### config.mk
export PLATFORM = sky130hd
export DESIGN_NAME = mem_arbiter_flat
export DESIGN_NICKNAME = d
export VERILOG_FILES = /design/src/rtl/mem_arbiter_if.sv /design/src/rtl/mem_arbiter.sv /design/src/flat_wrapper.sv
export SDC_FILE = /design/constraint.sdc
export NUM_CORES = 1
export LEC_CHECK = 0
export CORE_AREA = 2 2 166 168
export DETAILED_ROUTE_END_ITERATION = 8
export DIE_AREA = 0 0 168 170
export PLACE_DENSITY = 0.56
export RECOVER_POWER = 100
export SLEW_MARGIN = 0
export SYNTH_ARGS = -nofsm -noshare
export SYNTH_HDL_FRONTEND = slang
export SYNTH_SLANG_ARGS = --single-unit
### constraint.sdc
create_clock -name CLK -period 3.9 [get_ports CLK]
set_clock_uncertainty 0.05 [all_clocks]
set_input_delay 0.585 -clock CLK [delete_from_list [all_inputs] [get_ports CLK]]
set_output_delay 0.585 -clock CLK [all_outputs]
set_load 0.005 [all_outputs]
### src/rtl/mem_arbiter_if.sv
// Bus bundle between the per-core cache miss paths and the single RAM port.
// slave  : arbiter view (takes requests, drives waits and RAM strobes)
// master : environment view (caches + RAM model)
interface mem_arbiter_if #(
  parameter int CPUS = 2
);
  logic [CPUS-1:0]       iREN, dREN, dWEN;
  logic [CPUS-1:0][31:0] iaddr, daddr, dstore;
  logic [CPUS-1:0]       iwait, dwait;
  logic [CPUS-1:0][31:0] iload, dload;
  logic                  ramREN, ramWEN;
  logic [31:0]           ramaddr, ramstore, ramload;
  logic                  ramready;

  modport slave (
    input  iREN, dREN, dWEN, iaddr, daddr, dstore, ramload, ramready,
    output iwait, dwait, iload, dload, ramREN, ramWEN, ramaddr, ramstore
  );

  modport master (
    output iREN, dREN, dWEN, iaddr, daddr, dstore, ramload, ramready,
    input  iwait, dwait, iload, dload, ramREN, ramWEN, ramaddr, ramstore
  );
endinterface

### src/rtl/mem_arbiter.sv
// Single-port RAM arbiter for CPUS cores (icache + dcache each).
// Two-state FSM (IDLE/ACCESS); one dead IDLE cycle between grants.
// Within a core data beats instruction.
// Optional feature macro MEM_ARB_RR_EN: when defined the starting core of the
// grant scan rotates round-robin; when undefined the scan always starts at
// core 0 (fixed priority).
module mem_arbiter #(
  parameter int CPUS = 2
) (
  input  logic         CLK,
  input  logic         nRST,
  mem_arbiter_if.slave bus
);
  localparam int            PW = (CPUS > 1) ? $clog2(CPUS) : 1;
  localparam logic [PW:0]   NC = (PW+1)'(CPUS);

  typedef enum logic {IDLE = 1'b0, ACCESS = 1'b1} state_e;

  state_e        state_q;
  logic [PW-1:0] own_core_q;
  logic          own_d_q;     // 1: data side owns the port, 0: instruction
  logic [PW-1:0] rr_ptr_q;

  logic [CPUS-1:0] iact, dact;
  assign iact = bus.iREN;
  assign dact = bus.dREN | bus.dWEN;

  // Grant scan: first core from rr_ptr upward (wrapping) with any request.
  // Iterating from the far end down lets the nearest core overwrite last.
  logic          win_vld, win_d;
  logic [PW-1:0] win_core;
  logic [PW:0]   idx;
  always_comb begin
    win_vld  = 1'b0;
    win_d    = 1'b0;
    win_core = '0;
    idx      = '0;
    for (int k = CPUS-1; k >= 0; k--) begin
      idx = {1'b0, rr_ptr_q} + (PW+1)'(k);
      if (idx >= NC) idx = idx - NC;
      if (iact[idx[PW-1:0]] | dact[idx[PW-1:0]]) begin
        win_vld  = 1'b1;
        win_core = idx[PW-1:0];
        win_d    = dact[idx[PW-1:0]];
      end
    end
  end

  // Owner's live request; if it drops, the access aborts this cycle.
  logic o_ir, o_dr, o_dw, own_live, done;
  assign o_ir     = bus.iREN[own_core_q];
  assign o_dr     = bus.dREN[own_core_q];
  assign o_dw     = bus.dWEN[own_core_q];
  assign own_live = (state_q == ACCESS) && (own_d_q ? (o_dr | o_dw) : o_ir);
  assign done     = own_live & bus.ramready;

  // RAM port follows the owner combinationally; write wins over read.
  assign bus.ramREN   = own_live & (own_d_q ? (o_dr & ~o_dw) : o_ir);
  assign bus.ramWEN   = own_live & own_d_q & o_dw;
  assign bus.ramaddr  = own_live ? (own_d_q ? bus.daddr[own_core_q]
                                            : bus.iaddr[own_core_q]) : '0;
  assign bus.ramstore = (own_live & own_d_q) ? bus.dstore[own_core_q] : '0;

  assign bus.iload = {CPUS{bus.ramload}};
  assign bus.dload = {CPUS{bus.ramload}};

  // Waits: high for every active requester except the completing owner.
  always_comb begin
    bus.iwait = iact;
    bus.dwait = dact;
    if (done) begin
      if (own_d_q) bus.dwait[own_core_q] = 1'b0;
      else         bus.iwait[own_core_q] = 1'b0;
    end
  end

`ifdef MEM_ARB_RR_EN
  logic [PW-1:0] rr_ptr_d;
  assign rr_ptr_d = (own_core_q == PW'(CPUS-1)) ? '0 : own_core_q + 1'b1;
`endif

  // Arbitration FSM: latch winner in IDLE, release on completion or abort.
  always_ff @(posedge CLK or negedge nRST) begin
    if (!nRST) begin
      state_q    <= IDLE;
      own_core_q <= '0;
      own_d_q    <= 1'b0;
      rr_ptr_q   <= '0;
    end else begin
      case (state_q)
        IDLE: begin
          if (win_vld) begin
            state_q    <= ACCESS;
            own_core_q <= win_core;
            own_d_q    <= win_d;
          end
        end
        ACCESS: begin
          if (!own_live || bus.ramready) begin
            state_q <= IDLE;
`ifdef MEM_ARB_RR_EN
            if (own_live) rr_ptr_q <= rr_ptr_d;
`endif
          end
        end
        default: state_q <= IDLE;
      endcase
    end
  end
endmodule

### src/flat_wrapper.sv
// flat-port wrapper written by rule: the top's interface ports become plain ports
module mem_arbiter_flat 
#(
  parameter int CPUS = 2
)
  (CLK, nRST, bus_iREN, bus_dREN, bus_dWEN, bus_iaddr, bus_daddr, bus_dstore, bus_ramload, bus_ramready, bus_iwait, bus_dwait, bus_iload, bus_dload, bus_ramREN, bus_ramWEN, bus_ramaddr, bus_ramstore);
  mem_arbiter_if #(.CPUS(CPUS)) bus_i ();
  input  logic CLK;
  input  logic nRST;
  input wire logic [$bits(bus_i.iREN)-1:0] bus_iREN;
  input wire logic [$bits(bus_i.dREN)-1:0] bus_dREN;
  input wire logic [$bits(bus_i.dWEN)-1:0] bus_dWEN;
  input wire logic [$bits(bus_i.iaddr)-1:0] bus_iaddr;
  input wire logic [$bits(bus_i.daddr)-1:0] bus_daddr;
  input wire logic [$bits(bus_i.dstore)-1:0] bus_dstore;
  input wire logic [$bits(bus_i.ramload)-1:0] bus_ramload;
  input wire logic [$bits(bus_i.ramready)-1:0] bus_ramready;
  output wire logic [$bits(bus_i.iwait)-1:0] bus_iwait;
  output wire logic [$bits(bus_i.dwait)-1:0] bus_dwait;
  output wire logic [$bits(bus_i.iload)-1:0] bus_iload;
  output wire logic [$bits(bus_i.dload)-1:0] bus_dload;
  output wire logic [$bits(bus_i.ramREN)-1:0] bus_ramREN;
  output wire logic [$bits(bus_i.ramWEN)-1:0] bus_ramWEN;
  output wire logic [$bits(bus_i.ramaddr)-1:0] bus_ramaddr;
  output wire logic [$bits(bus_i.ramstore)-1:0] bus_ramstore;
  assign bus_i.iREN = bus_iREN;
  assign bus_i.dREN = bus_dREN;
  assign bus_i.dWEN = bus_dWEN;
  assign bus_i.iaddr = bus_iaddr;
  assign bus_i.daddr = bus_daddr;
  assign bus_i.dstore = bus_dstore;
  assign bus_i.ramload = bus_ramload;
  assign bus_i.ramready = bus_ramready;
  assign bus_iwait = bus_i.iwait;
  assign bus_dwait = bus_i.dwait;
  assign bus_iload = bus_i.iload;
  assign bus_dload = bus_i.dload;
  assign bus_ramREN = bus_i.ramREN;
  assign bus_ramWEN = bus_i.ramWEN;
  assign bus_ramaddr = bus_i.ramaddr;
  assign bus_ramstore = bus_i.ramstore;
  mem_arbiter #(.CPUS(CPUS)) u_core (.CLK(CLK), .nRST(nRST), .bus(bus_i));
endmodule
==> metrics.md <==
| Metric | Value |
|---|---|
| Crit path kind | input port to output port |
| Final WL | 13.75 mm |
| Vias | 2,923 |
| Most common cell after layout, fill and taps aside | clkdlybuf4s50_1 |
| Worst setup EP type | output port |
| Number of fillers in the final layout | 2,947 |
| Core Rows | 60 |
| FF-to-FF Start | u_core.own_d_q |
| CP Max Fanout | 29 |
| Number of global-route vias before repair | 3,181 |
| Worst hold slack | approximately 560 ps |
| Final hold vios | 0 |
| Synthesized area | around 0.0032 mm^2 |
| GRT Residual Overflow | 0 |
| Share of cells above drive strength 1 | between 10% and 20% |
| CTS Root Cell | clkbuf_16 |
| Die H | ~170 um |
| Crit path launch type | input port |
| Sequential area share after synthesis | 2.327% |
| RSZ-0062 raised after global routing | false |
| Final Max Slew Viols | 0 |
| # H-tree levels | 1 |
| PwrDens | 496.4 mW/mm^2 |
| Initial core utilization | between 10% and 20% |
| Status | finished, final reports clean |
| Measured slew at the worst slew-check pin | around 1200 ps |
| CTS tree | done |
| # setup viols final | 0 |
| Fin crit share | a little over 90% |
| Core box area | between 0.02 and 0.03 mm^2 |
| Min-delay worst type | input port to asynchronous set/reset pin |
| Die Wd | 168 um |
| Routability cong. | 0.7329 |
| Netlist cell types | 28 |
| Number of buffers added on ports | 270 |
| Post-Syn Area per Cell | 10.08 um^2 |
| CP arrival | 2960 ps |
| Post-CTS setup buffer count | 0 |
| Largest net degree at the start of global routing | 39 |
| Syn nets | 553 |
| Highest achievable clock rate | 278.0 MHz |
| Cell Count, Final, Fillers Out | 785 |
| Reg clk slew, reported paths | 30 ps |
| Worst setup path start | bus_dWEN[1] |
| CTS Sinks | 3 |
| First-pass GRT wire length | between 15 and 20 mm |
| # IOs | 431 |
| Synthesis-to-finish area growth | 60.78% |
| DR iter-0 viols | 50 |
| Hold buffers post-CTS | 0 |
| Slew HR | a little under a quarter |
| Cells after synthesis | 320 |
| Post-CTS resize count | 0 |
| DR pass1 iterations | 4 |
| LEAKAGE | 1.785 nW |
| Register bit total from synthesis | 3 |
| GR Util All Layers | under 10% |
| Worst endpoint required time | 3260 ps |
| CTS buffer count | 3 |
| Worst-Skew Late Latency | 230 ps |
| Layout Nets | between 600 and 700 |
| Die ar. | between 0.02 and 0.03 mm^2 |
| Hpwl dp | 11.61 mm |
| DRC | 0 |
| Wire per inst | 17.52 um |
| Final Critical Period | 3597 ps |
| Inst Count DP | just under 800 |
| Setup TNS | 0 ps |
| Ant. Diodes | 0 |
| Ys Warns | 1 |
| Most frequent cells in the layout | clkdlybuf4s50_1 (260), mux2i_1 (33), mux4_2 (32), nor3b_1 (30), nor4b_1 (29) |
| Via density | 3.724 |
| CTS Buffer Depth | 2 |
| VDD IR-drop max | 0.2071 mV |
| Antenna violations before repair | 0 |
| Final ANT Viol Nets | 0 |
| Total of max-cap violations | 0 |
-- registers in the layout (all words and copies together), names as in the netlist --
name               count
u_core.own_core_q      1
u_core.own_d_q         1
u_core.state_q         1
-- cell type report --
cell class,instances,area (um^2),share of cell area (%)
Tap cell,341,426.7,8.227
Multi-Input combinational cell,156,1797,34.64
Timing Repair Buffer,279,2796,53.92
Clock buffer,4,78.83,1.520
Sequential cell,3,80.08,1.544
Inverter,2,7.507,0.1448
-- synth_stat cells, drive strengths merged --
master   instances  area (um^2)
a21oi            2        10.01
a2bb2oi          1        8.760
a31o             1        8.760
a41oi            1        8.760
and3             1        6.260
buf            154         1200
clkbuf           5        18.77
dfrtp            3        75.07
inv              2        7.510
mux2             1        11.26
mux2i           33        330.3
mux4            32        720.7
nand2            3        11.26
nor2             6        22.52
nor3             2        10.01
nor3b           33        262.8
nor4b           33        457.9
o21ai            3        18.77
o221ai           1        8.760
o31a             1        8.760
o32a             1        10.01
o32ai            1        8.760
-- worst max-delay path, cell delays in order --
cell,delay [ps]
dlygate4sd3_1,590
nor2_1,260
a31o_4,500
clkbuf_2,430
nor3b_1,100
clkdlybuf4s50_1,470
-- logic make-up (layout without fill, tap and decap cells) --
group	Yosys count	after routing	synth area share [%]
simple gates	78	78	23.89
compound gates	12	12	2.832
buf+inv	161	285	38.01
flops	3	3	2.327
mux	66	66	32.93
-- per-layer routing --
layer / up-vias / global-route usage, % / share of wire [%]
li1: 1303 / - / -
met1: 1362 / 9.213 / 35
met2: 226 / 17.10 / 52
met3: 32 / 2.395 / 10
met4: 0 / 2.836 / 2.6
met5: - / 0 / 0
-- stage by stage --
| stage | cell area (um^2) | power (mW) | setup WS, ps | utilization, % |
|---|---|---|---|---|
| 2_1_floorplan | 3226 | 1.604 | 1829 | - |
| 3_3_place_gp | 5263 | 2.598 | 497.8 | 19.75 |
| 3_5_place_dp | 5263 | 2.588 | 454.2 | 19.75 |
| 4_1_cts | 5341 | 2.768 | 413.3 | 20.04 |
| 5_1_grt | 5186 | 2.787 | 149.8 | 19.46 |
| 6_report | 5186 | 2.574 | 302.9 | 19.46 |
-- where the power goes --
part | switching [mW] | internal, mW | total [mW]
clock | 0.0285 | 0.135 | 0.163
combinational | 0.923 | 1.37 | 2.29
sequential | 0.0731 | 0.0500 | 0.123
total | 1.02 | 1.55 | 2.57
-- final timing paths --
path / end / slack [ps] / cells past startpoint
max reg2reg: u_core.state_q / 2030 / 3
min reg2reg: u_core.own_core_q / 650 / 2
max: bus_ramaddr[4] / 300 / 6
min in group CLK: u_core.own_core_q / 650 / 2
min: u_core.state_q / 560 / 1
max in group asynchronous: u_core.own_core_q / 3080 / 1
Note: power is estimated with default switching activity, not from simulation.
